### src/rtl/uart_rx.sv
// uart_rx: 8E1 serial receiver (start, 8 data LSB first, even parity, stop) with valid strobe and error flags.
// Define UART_RX_MAJORITY_EN for 2-of-3 majority sampling around each bit centre (adds one cycle of latency).
module uart_rx #(
    parameter int CLKS_PER_BIT = 16,
    parameter int CNT_W        = 10
) (
    input  logic       clk,
    input  logic       reset,
    input  logic       rx_serial_in,
    output logic [7:0] rx_data_out,
    output logic       rx_valid,
    output logic       rx_busy,
    output logic       parity_err,
    output logic       frame_err
);

    typedef enum logic [2:0] {
        IDLE   = 3'd0,
        START  = 3'd1,
        DATA   = 3'd2,
        PARITY = 3'd3,
        STOP   = 3'd4,
        BREAK  = 3'd5
    } state_t;

`ifdef UART_RX_MAJORITY_EN
    localparam int MAJ_DELAY = 1;
`else
    localparam int MAJ_DELAY = 0;
`endif

    // Only START carries the majority offset; later states inherit it through the delayed entry.
    localparam logic [CNT_W-1:0] HALF_PT = CNT_W'(CLKS_PER_BIT / 2 - 1 + MAJ_DELAY);
    localparam logic [CNT_W-1:0] FULL_PT = CNT_W'(CLKS_PER_BIT - 1);

    state_t           state;
    state_t           state_next;
    logic             rx_meta;
    logic             rx_s;
    logic             bit_val;
    logic             sample_pt;
    logic [CNT_W-1:0] cnt;
    logic [2:0]       bit_cnt;
    logic [7:0]       shreg;
    logic             parity_bit;

    // Synchronizer flops reset to the idle line level so reset never looks like a start bit.
    always_ff @(posedge clk) begin
        if (reset) begin
            rx_meta <= 1'b1;
            rx_s    <= 1'b1;
        end else begin
            rx_meta <= rx_serial_in;
            rx_s    <= rx_meta;
        end
    end

`ifdef UART_RX_MAJORITY_EN
    logic rx_d1;
    logic rx_d2;

    always_ff @(posedge clk) begin
        if (reset) begin
            rx_d1 <= 1'b1;
            rx_d2 <= 1'b1;
        end else begin
            rx_d1 <= rx_s;
            rx_d2 <= rx_d1;
        end
    end

    assign bit_val = (rx_d1 & rx_d2) | (rx_d1 & rx_s) | (rx_d2 & rx_s);
`else
    assign bit_val = rx_s;
`endif

    assign sample_pt = (state == START) ? (cnt == HALF_PT) : (cnt == FULL_PT);

    always_ff @(posedge clk) begin
        if (reset) begin
            state <= IDLE;
        end else begin
            state <= state_next;
        end
    end

    always_comb begin
        state_next = state;
        case (state)
            IDLE:    if (!rx_s) state_next = START;
            START:   if (sample_pt) state_next = bit_val ? IDLE : DATA;
            DATA:    if (sample_pt && bit_cnt == 3'd7) state_next = PARITY;
            PARITY:  if (sample_pt) state_next = STOP;
            STOP:    if (sample_pt) state_next = bit_val ? IDLE : BREAK;
            BREAK:   if (rx_s) state_next = IDLE;
            default: state_next = IDLE;
        endcase
    end

    always_comb begin
        rx_busy = (state != IDLE);
    end

    // The bit counter restarts on every state change and after every sample, so DATA bits stay one period apart.
    always_ff @(posedge clk) begin
        if (reset) begin
            cnt         <= '0;
            bit_cnt     <= '0;
            shreg       <= '0;
            parity_bit  <= 1'b0;
            rx_data_out <= '0;
            rx_valid    <= 1'b0;
            parity_err  <= 1'b0;
            frame_err   <= 1'b0;
        end else begin
            rx_valid <= 1'b0;
            if (state_next != state || sample_pt) begin
                cnt <= '0;
            end else begin
                cnt <= cnt + CNT_W'(1);
            end
            case (state)
                START: begin
                    if (sample_pt) bit_cnt <= '0;
                end
                DATA: begin
                    if (sample_pt) begin
                        shreg   <= {bit_val, shreg[7:1]};
                        bit_cnt <= bit_cnt + 3'd1;
                    end
                end
                PARITY: begin
                    if (sample_pt) parity_bit <= bit_val;
                end
                STOP: begin
                    if (sample_pt) begin
                        rx_data_out <= shreg;
                        parity_err  <= (^shreg) ^ parity_bit;
                        frame_err   <= ~bit_val;
                        rx_valid    <= 1'b1;
                    end
                end
                default: ;
            endcase
        end
    end

endmodule

### config.mk
export PLATFORM = sky130hd
export DESIGN_NAME = uart_rx
export DESIGN_NICKNAME = d
export VERILOG_FILES = /design/src/rtl/uart_rx.sv
export SDC_FILE = /design/constraint.sdc
export NUM_CORES = 1
export LEC_CHECK = 0
export CORE_ASPECT_RATIO = 2
export CORE_MARGIN = 4
export CORE_UTILIZATION = 56
export DETAILED_ROUTE_END_ITERATION = 8
export PLACE_DENSITY = 0.78
export SYNTH_ARGS = -nofsm -noshare
export SYNTH_HDL_FRONTEND = slang
export SYNTH_SLANG_ARGS = --single-unit
### constraint.sdc
create_clock -name clk -period 2.4 [get_ports clk]
set_clock_uncertainty 0.15 [all_clocks]
set_input_delay 0.6 -clock clk [delete_from_list [all_inputs] [get_ports clk]]
set_output_delay 0.6 -clock clk [all_outputs]
set_load 0.01 [all_outputs]
# Word level (Yosys, flattened, before mapping)
# Cells that the tools add are included.
# word_totals
regBits,38
in_bits,3
out_inout_bits,12
wordCells,53
# classes
addsub,2
eq_ne,11
muxes,14
bitwise_logic,3
reduce_logical,12
# op_table
op,n
3-bit two-way mux,9
3-bit one-hot mux with 6 select lines,1
"10-bit by 1-bit adder with 10-bit output, second input constant",1
"10-bit by 3-bit == test with 1-bit output, second input constant",1
"10-bit by 4-bit == test with 1-bit output, second input constant",1
"3-bit == test, second input constant",3
8-bit XOR reduction,1
"3-bit by 2-bit == test with 1-bit output, second input constant",2
3-bit one-hot mux with 2 select lines,1
2-bit AND reduction,3
"2-bit inequality test, second input constant",2
2-bit OR reduction,2
"3-bit by 1-bit adder with 3-bit output, second input constant",1
"3-bit by 1-bit == test with 1-bit output, second input constant",1
3-bit logical NOT,1
3-bit inequality test,1
3-bit AND reduction,1
3-bit nonzero test,1
1-bit two-way mux,2
2-bit two-way mux,1
1-bit inverter,2
2-bit nonzero test,1
1-bit logical AND,1
1-bit logical OR,1
1-bit bitwise XOR,1

# Logic depth before layout (Yosys ltp)
# Gate-level depths: netlist of the first run.
# logic_depth
depth_word,8
ltp_mapped,7
mapped_depth_nobuf,6

# Least setup slack after synthesis of the first run
# OpenSTA, ideal clock, no wires.
# synth_path
path_kind,reg-to-reg
start,register cnt[0]
end,register shreg[7]
setup_time_ps,128
arrival_time_ps,1481
required_time_ps,2122
path_slack_ps,642
stages_incl_launch_ff,8
path_buffers,1
synth_period_minus_slack_ps,1758
path_cell_list,dfxtp_1 > ha_1 > and2_1 > nand3_4 > nor3_4 > buf_6 > mux2i_1 > nor2_1
# synth_between
elab_chain_len,3
word_cells_on_any_way,4
cone_classes,2 x eq/ne; 1 x mux; 1 x reduce/logical
# synth_rtl
item,line,text
start: declaration,42,logic [CNT_W-1:0] cnt;
start signal: assignment,120,cnt <= cnt + CNT_W'(1);
10-bit by 4-bit == test with 1-bit output or 10-bit by 3-bit == test with 1-bit output (tied branches),77,assign sample_pt = (state == START) ? (cnt == HALF_PT) : (cnt == FULL_PT);
1-bit two-way mux (*),77,
2-bit AND reduction (no source line) (*),-,
end signal: assignment,128,"shreg <= {bit_val, shreg[7:1]};"
end: declaration,44,logic [7:0] shreg;
# Mark *: on every way between the ends. The rest lies on a longest branch, timed or not.
# A chain may end at the register's enable or synchronous reset.

# Worst setup path after layout of the first run
# layout_path
start,register state[1]
end,output rx_busy
# layout_between
elab_chain_len,1
# layout_rtl
item,line,text
start: declaration,36,state_t state;
start signal: assignment,83,state <= state_next;
3-bit nonzero test,101,rx_busy = (state != IDLE);
end: declaration,12,"output logic rx_busy,"
# No other way between the ends.

==> results of run 1 <==
==> sequential cells by signal (all words and copies together), names as in the netlist, 3 cells and up <==
signal       cells
rx_data_out      8
state            3
bit_cnt          3
shreg            8
cnt             10
==> critical path, cell delays in order, from the launching register on <==
cell             delay (ns)
dfxtp_2                0.38
or3_1                  0.40
clkdlybuf4s50_1        0.49
==> metrics by stage <==
step	std cells	area, um2	hold WS, ns	total power (uW)
after floorplan	167	1680	0.239	683
after global placement	205	1830	0.255	695
after detailed placement	205	1830	0.248	697
after CTS	213	1920	0.260	1140
after global routing	213	1930	0.277	1170
final	213	1930	0.257	1120
==> cell usage after synthesis (2+ instances only) <==
| library cell | instances | area share |
|---|---|---|
| buf_2 | 3 | 0.0090 |
| a22oi_1 | 2 | 0.0090 |
| nand3_1 | 3 | 0.0090 |
| xor2_1 | 5 | 0.026 |
| or2_2 | 2 | 0.0075 |
| nor2_1 | 38 | 0.085 |
| o21ai_0 | 2 | 0.0060 |
| and2_1 | 3 | 0.011 |
| and3_1 | 3 | 0.011 |
| nor3_1 | 2 | 0.0060 |
| dfxtp_1 | 38 | 0.45 |
| clkbuf_1 | 3 | 0.0067 |
| ha_1 | 3 | 0.022 |
| xnor2_1 | 9 | 0.047 |
| mux2i_1 | 20 | 0.12 |
| nand3b_1 | 2 | 0.0090 |
| nand2_1 | 3 | 0.0067 |
==> what timing repair did <==
action | in CTS | in global routing
buffers inserted | 0 | 0
setup endpoints to repair | 0 | 1
resized for setup | 0 | 2
==> per-layer routing <==
metal / global-route usage / up-vias
met4: 0.0907 / 0
met1: 0.178 / 567
li1: - / 603
met3: 0.0594 / 9
met2: 0.319 / 24
met5: 0 / -
==> area by class of cell <==
class / count / area, um2
timing repair buffer: 17 / 163
inverter: 1 / 3.75
sequential: 38 / 763
tap: 29 / 36.3
fill: 227 / 878
clock buffer: 7 / 86.3
clock inverter: 1 / 5.00
multi-input combinational: 120 / 868
==> power groups by stage <==
stage                     Sequential (uW)  Clock [uW]  Combinational [uW]
final                                 645         441                37.8
after CTS                             645         456                37.7
after floorplan                       657           0                26.7
after global routing                  645         482                41.5
after global placement                659           0                36.6
after detailed placement              659           0                37.7
==> path summary, 6_finish.rpt <==
| path | from | endpoint | slack (ns) |
|---|---|---|---|
| worst max register to register | state[0] | state[2] | 0.40 |
| worst max-delay path | state[1] | rx_busy | 0.08 |
| worst min register to register | rx_meta | bit_val | 0.26 |
| worst min-delay path | rx_meta | bit_val | 0.26 |
==> cell families after synthesis <==
logic type	count (synthesis)	synth area share
flops	38	0.454
simple gates	69	0.229
buf+inv	9	0.0276
compound gates	12	0.0508
xor+xnor	16	0.0963
mux	20	0.119
fa+ha+maj	3	0.0224
==> impl_results.md, run 1 <==
- 1st-iter DRT viols: 15
- CTS root buf: clkbuf_8
- Pins Over Slew Limit: 0
- Min Clock Period, post-route: between 2 and 2.5 ns
- Setup violators final: 0
- Post-DP HPWL: 2230 um
- Layout cells sized above 1: 0.114
- Worst r2r path cells: 5
- FP Rows: 27
- Max_slew headroom: 0.745
- TritonCTS Sinks: 38
- Synthesized area: ~1700 um2
- Worst-margin pin slew: between 0.3 and 0.4 ns
- Setup TNS: 0 ns
- Combinational Power Share: 0.034
- I/O pins: 15
- Die Area: 3980 um2
- Commonest non-fill, non-tap cell in the layout: nor2_1
- Number of synthesized flops with an enable pin: 0
- Overflow after GRT: 0
- Place WS: ~0.34 ns
- Max Buffers Root-to-Sink: 2
- Int Power: 885 uW
- Worst setup EP type: output port
- First-pass GRT wire length: around 5300 um
- PwrDens: 584 nW/um2
- Final #Nets: 189
- Final worst path period share: 0.965
- Num CTS Buffers: 5
- Critical Path Source Type: register
- Max FO, Critical Path: 12
- Synthesis Warnings: 0
- Flops & latches, synth: 38
- Initial Util: 0.598
- CTS tree: done
- PortBufs: 14
- Initial antenna violation count: 0
- Top Layer Used: met4
- Setup Crit Path Kind: reg2out
- RSZ-0062 raised after global routing: no
- Final Core Density: 0.687
- Metal2 WL: 1690 um
- Metal3 WL: 123 um
- Worst Path Arrival: 1.57 ns
- Placer Congestion: 0.775
- Antenna diodes: 0
- Die Span Y: 85.4 um
- Syn nets: 173
- DRC Markers: 0
- Vias: 1203
- Max Cap Violations: 0
- F_max: 0.432 GHz
- Clock-pin slew on the worst setup and hold paths: 0.07 ns
- Hold crit path type: reg2reg
- Hold path depth: 1
- Most frequent cells in the layout: nor2_1 (38), dfxtp_1 (36), mux2i_1 (20)
- CTS hold repair buffers: 0
- Total wire length: between 3000 and 4000 um
- Post-synth top flop: dfxtp_1
- Core box area: 2800 um2
- Avg Synthesized Cell Area: 10.0 um2
- Vias in the first global route: roughly 1200
- Area Growth Syn to Fin: 14.9%
- # H-tree levels: 2
- Post-synth ARST share: 0
- Syn Inst Count: 167
- Outcome: finished clean
- Clock Latency Late Sink: 0.29 ns
- Leakage power: 0.000783 uW
- Maximum VDD drop: approximately 460 uV
- Detail Route Antenna Nets: 0
- Setup WS post-layout: 0.0834 ns
- Sequential element share of the synthesized area: 0.454
- Largest net degree at the start of global routing: 30
- Psw: between 200 and 250 uW
- Chip Width: 46.7 um
- GRT Overall Usage: 0.182
- Sequential share of power: 0.574
- Clock Power Share: 0.393
- Routed met1 length: about 1200 um
- WP data required: 1.65 ns
- Synth cell types: 43
- Vias per cell: 5.65
- Initial DRT Pass Iterations: 4
- Switching power share of the total: 0.212
- Final hold vios: 0
- WL per Instance: 14.3 um
Note: power is estimated with default switching activity, not from simulation.
==> run 2, diff against run 1 <==
--- a/config.mk
+++ b/config.mk
@@ -8,6 +8,7 @@
 export CORE_ASPECT_RATIO = 2
 export CORE_MARGIN = 4
 export CORE_UTILIZATION = 56
+export CTS_BUF_LIST = sky130_fd_sc_hd__clkbuf_8 sky130_fd_sc_hd__clkbuf_16
 export DETAILED_ROUTE_END_ITERATION = 8
 export PLACE_DENSITY = 0.78
 export SYNTH_ARGS = -nofsm -noshare
==> run 2 against run 1 <==
Compared with the run above: hold slack barely moved; power fell by 0.36%; register-to-register slack about the same; die area is the same; clock power is 0.9% lower; non-clock buffer count did not move; critical path type unchanged; critical endpoint unchanged; highest routed layer unchanged.
==> impl_results.md, run 2 (synthesis results as in run 1) <==
- CP max stage delay: 0.49 ns (about the same)
- Placed Cells: 205 (unchanged)
- Setup TNS: 0 ns (unchanged)
- Fin cells: 213 (unchanged)
- WP data required: 1.65 ns (about the same)
- Total wire length: 3040 um (unchanged)
- Largest delay share family, worst path: buffers and inverters
- Setup violators final: 0 (unchanged)
- FP Rows: 27 (unchanged)
- Max FO, Critical Path: 12 (unchanged)
- Final worst path period share: 0.965 (unchanged)
- RSZ-0062 raised after global routing: no
- WL per Instance: 14.3 um (unchanged)
- Reg with most FFs: cnt
- I/O pins: 15 (unchanged)
- Final Core Density: 0.687 (unchanged)
- Final hold vios: 0 (unchanged)
- Final #Nets: 189 (unchanged)
- Num CTS Buffers: 5 (unchanged)
- # H-tree levels: 2 (unchanged)
- Outcome: finished clean
- CTS hold repair buffers: 0 (unchanged)
- Hold crit path type: reg2reg
- Largest net degree at the start of global routing: 30 (unchanged)
- Clock Latency Late Sink: 0.29 ns (about the same)
- First-pass GRT wire length: 5290 um (unchanged)
- Max reg flops: 10 (unchanged)
- Critical Path Slowest Stage Cell: clkdlybuf4s50_1
- F_max: 0.432 GHz (unchanged)
- PortBufs: 14 (unchanged)
- Max Buffers Root-to-Sink: 2 (unchanged)
- Top flop regs: cnt x10, rx_data_out x8, shreg x8
- Max Cap Violations: 0 (unchanged)
- CTS root buf: clkbuf_8
- Chip Width: 46.7 um (unchanged)
- Initial DRT Pass Iterations: 4 (unchanged)
- Hold WS: 0.258 ns (+0.000380 ns)
- Vias in the first global route: 1206 (unchanged)
- Worst-margin pin slew: 0.383 ns (unchanged)
- Critical-path cell list: or3_1, clkdlybuf4s50_1
- Worst setup EP type: output port
- Most frequent cells in the layout: nor2_1 (38), dfxtp_1 (36), mux2i_1 (20)
- Area Growth Syn to Fin: 14.9% (unchanged)
- Die Area: 3980 um2 (unchanged)
- TritonCTS Sinks: 38 (unchanged)
- Leakage power: 0.000787 uW (+0.53%)
- Placer Congestion: 0.775 (unchanged)
- Cell Area, Placed: 1830 um2 (unchanged)
- Initial Util: 0.598 (unchanged)
- Vias per cell: 5.65 (unchanged)
- 1st-iter DRT viols: 15 (unchanged)
- Die Span Y: 85.4 um (unchanged)
- Worst Path Arrival: 1.57 ns (about the same)
- Layout cells sized above 1: 0.114 (unchanged)
- CTS tree: done
- Overflow after GRT: 0 (unchanged)
- Vias: 1203 (unchanged)
- Initial antenna violation count: 0 (unchanged)
- Post-DP HPWL: 2230 um (unchanged)
- Critical Path Source Type: register
- Maximum VDD drop: 461 uV (+0.12%)
- Detail Route Antenna Nets: 0 (unchanged)
- Core box area: 2800 um2 (unchanged)
- Fin area: 1930 um2 (unchanged)
- Setup Crit Path Kind: reg2out
- Antenna diodes: 0 (unchanged)
- GRT Overall Usage: 0.182 (unchanged)
- Pins Over Slew Limit: 0 (unchanged)
- Commonest non-fill, non-tap cell in the layout: nor2_1
- CP Buf/Inv Count: 1 (unchanged)
- Max_slew headroom: 0.745 (unchanged)
- DRC Markers: 0 (unchanged)
- Min Clock Period, post-route: 2.32 ns (unchanged)
- PwrDens: 582 nW/um2 (-0.36%)
- Clock-pin slew on the worst setup and hold paths: 0.07 ns (about the same)
run 2: changes by cell type in the layout (fill, tap and decap cells not counted):
| cell | delta |
|---|---|
| clkbuf_1 | -1 |
| inv_1 | +1 |
run 2: per-layer routing:
layer,global-route usage,wire length (um),up-vias,part of all wire
li1,-,-,603,-
met1,0.178,1150,567,0.38
met2,0.319,1690,24,0.55
met3,0.0594,123,9,0.040
met4,0.0907,79,0,0.026
met5,0,0,-,0
run 2: area by class of cell:
cell class,instances,area (um2)
clock buffers,6,82.6
clock inverters,2,8.76
fillers,227,878
inverters,1,3.75
multi-input cells,120,868
flip-flops and latches,38,763
well taps,29,36.3
repair buffers,17,163
run 2: per-stage QoR:
| step | total power (uW) | setup slack, ns |
|---|---|---|
| after floorplan | 683 | 0.642 |
| after global placement | 695 | 0.372 |
| final | 1120 | 0.0834 |
| after detailed placement | 697 | 0.344 |
| after global routing | 1170 | 0.0114 |
| after CTS | 1130 | 0.0176 |
run 2: where the power goes:
part	switching, uW	leakage, uW	internal [uW]	total [uW]
sequential	7.78	0.000308	637	645
clock	210	0.0000524	227	437
combinational	20.9	0.000426	16.8	37.8
run 2: worst paths after layout:
| path | slack [ns] | depth (start not counted) | startpoint | end |
|---|---|---|---|---|
| max | 0.08 | 2 | state[1] | rx_busy |
| min | 0.26 | 1 | rx_meta | bit_val |
| max reg2reg | 0.40 | 5 | state[0] | state[2] |
| min reg2reg | 0.26 | 1 | rx_meta | bit_val |
run 2: what timing repair did:
action / in CTS / in global routing
setup buffers: 0 / 0
resized for setup: 0 / 2
endpoints found under the setup margin: 0 / 1
==> run 3, diff against run 2 <==
==> constraint.sdc (replaced) <==
create_clock -name clk -period 2.4 [get_ports clk]
set_clock_uncertainty 0.15 [all_clocks]
set_input_delay 0.6 -clock clk [delete_from_list [all_inputs] [get_ports clk]]
set_output_delay 0.6 -clock clk [all_outputs]
set_load 0.02 [all_outputs]
==> run 3 against run 2 <==
Compared with the run above: hold slack got worse by 0.0015 ns; combinational power fell by 2%; power increased by 1.0%; register-to-register slack improved by 0.04 ns; via count shrank 2.1%; largest cell class unchanged; largest power group unchanged; highest routed layer unchanged.
==> impl_results.md, run 3 (synthesis results as in run 1) <==
- Detail Route Antenna Nets: 0 (unchanged)
- Maximum VDD drop: 546 uV (+19%)
- Max reg flops: 10 (unchanged)
- Leakage power: 0.000785 uW (-0.27%)
- Hold crit path type: reg2reg
- Final #Nets: 189 (unchanged)
- Setup Crit Path Kind: reg2out
- Post_cts resized: 1 (+1)
- F_max: 0.453 GHz (+4.9%)
- CTS hold repair buffers: 0 (unchanged)
- Overflow after GRT: 0 (unchanged)
- DRC Markers: 0 (unchanged)
- Area Growth Syn to Fin: 14.9% (unchanged)
- Chip Width: 46.7 um (unchanged)
- Setup violators final: 0 (unchanged)
- 1st-iter DRT viols: 19 (+4)
- Vias per cell: 5.53 (-2.1%)
- Clock-pin slew on the worst setup and hold paths: 0.07 ns (about the same)
- Max Cap Violations: 0 (unchanged)
- Setup TNS: 0 ns (unchanged)
- Top flop regs: cnt x10, rx_data_out x8, shreg x8
- GRT Overall Usage: 0.192 (+0.00959)
- Clock Latency Late Sink: 0.29 ns (about the same)
- Reg with most FFs: cnt
- Final Core Density: 0.687 (unchanged)
- Outcome: finished clean
- Critical-path cell list: or3_1, dlygate4sd2_1
- Final worst path period share: 0.920 (-0.0453)
- Die Area: 3980 um2 (unchanged)
- Worst setup EP type: output port
- Critical Path Source Type: register
- WL per Instance: 14.4 um (+0.66%)
- CTS tree: done
- I/O pins: 15 (unchanged)
- Final hold vios: 0 (unchanged)
- Initial DRT Pass Iterations: 4 (unchanged)
- Worst Path Arrival: 1.46 ns (-0.11 ns)
- CTS root buf: clkbuf_8
- Worst-margin pin slew: 0.376 ns (-0.00741 ns)
- Most frequent cells in the layout: nor2_1 (38), dfxtp_1 (38), mux2i_1 (20)
- Num CTS Buffers: 5 (unchanged)
- PortBufs: 14 (unchanged)
- Largest net degree at the start of global routing: 30 (unchanged)
- Layout cells sized above 1: 0.109 (-0.00543)
- WP data required: 1.65 ns (about the same)
- Max_slew headroom: 0.750 (+0.00494)
- RSZ-0062 raised after global routing: no
- Max Buffers Root-to-Sink: 2 (unchanged)
- Total wire length: 3060 um (+0.66%)
- FP Rows: 27 (unchanged)
- Postcts setup bufs: 0 (unchanged)
- Die Span Y: 85.4 um (unchanged)
- Vias in the first global route: 1265 (+4.9%)
- Antenna diodes: 0 (unchanged)
- Min Clock Period, post-route: 2.21 ns (-0.109 ns)
- # H-tree levels: 2 (unchanged)
- Pins Over Slew Limit: 0 (unchanged)
- Initial Util: 0.598 (unchanged)
- Initial antenna violation count: 0 (unchanged)
- First-pass GRT wire length: 5610 um (+6.1%)
- Vias: 1178 (-2.1%)
- CP max stage delay: 0.42 ns (-0.07 ns)
- Post-DP HPWL: 2210 um (-1.0%)
- Placer Congestion: 0.752 (-3.0%)
- PwrDens: 587 nW/um2 (+1.0%)
- Core box area: 2800 um2 (unchanged)
- TritonCTS Sinks: 38 (unchanged)
- Critical Path Slowest Stage Cell: or3_1
- Max FO, Critical Path: 12 (unchanged)
## run 3: final timing paths
check	slack [ns]	cells after the start	endpoint	startpoint
setup / recovery	0.19	2	rx_busy	state[1]
hold / removal	0.26	1	bit_val	rx_meta
setup reg to reg	0.44	7	shreg[4]	cnt[0]
hold reg to reg	0.26	1	bit_val	rx_meta
## run 3: layer usage
metal	part of all wire	global-route usage	up-vias	routed length, um
met5	0	0	-	0
met4	0.035	0.103	0	106
met3	0.027	0.0467	11	84
met2	0.54	0.322	20	1650
met1	0.40	0.208	551	1210
li1	-	-	596	-
## run 3: critical path, delay by kind of cell, from the launching register on
| kind | cells | cell delay (ns) |
|---|---|---|
| flip-flops | 1 | 0.41 |
| buffers and inverters | 1 | 0.33 |
| AND/OR/NAND/NOR | 1 | 0.42 |
## run 3: layout make-up
type | instances | area [um2]
Timing Repair Buffer | 17 | 161
Fill cell | 234 | 878
Inverter | 1 | 3.75
Sequential cell | 38 | 761
Multi-Input combinational cell | 120 | 868
Tap cell | 29 | 36.3
Clock inverter | 2 | 12.5
Clock buffer | 6 | 82.6
## run 3: per-stage QoR
step                cells  setup slack, ns  total power [uW]  area (um2)  hold slack (ns)
floorplan             167            0.642               684        1680            0.239
global placement      205            0.308               696        1830            0.248
detailed placement    205            0.287               697        1830            0.245
CTS                   213            0.185              1150        1930            0.262
global route          213            0.139              1180        1930            0.285
finish                213            0.192              1130        1930            0.256
## run 3: power by group
| group | switching (uW) | internal, uW | total (uW) |
|---|---|---|---|
| clock network | 219 | 231 | 450 |
| logic | 21.0 | 16.0 | 37.0 |
| registers | 7.65 | 637 | 645 |
| total | 248 | 884 | 1130 |
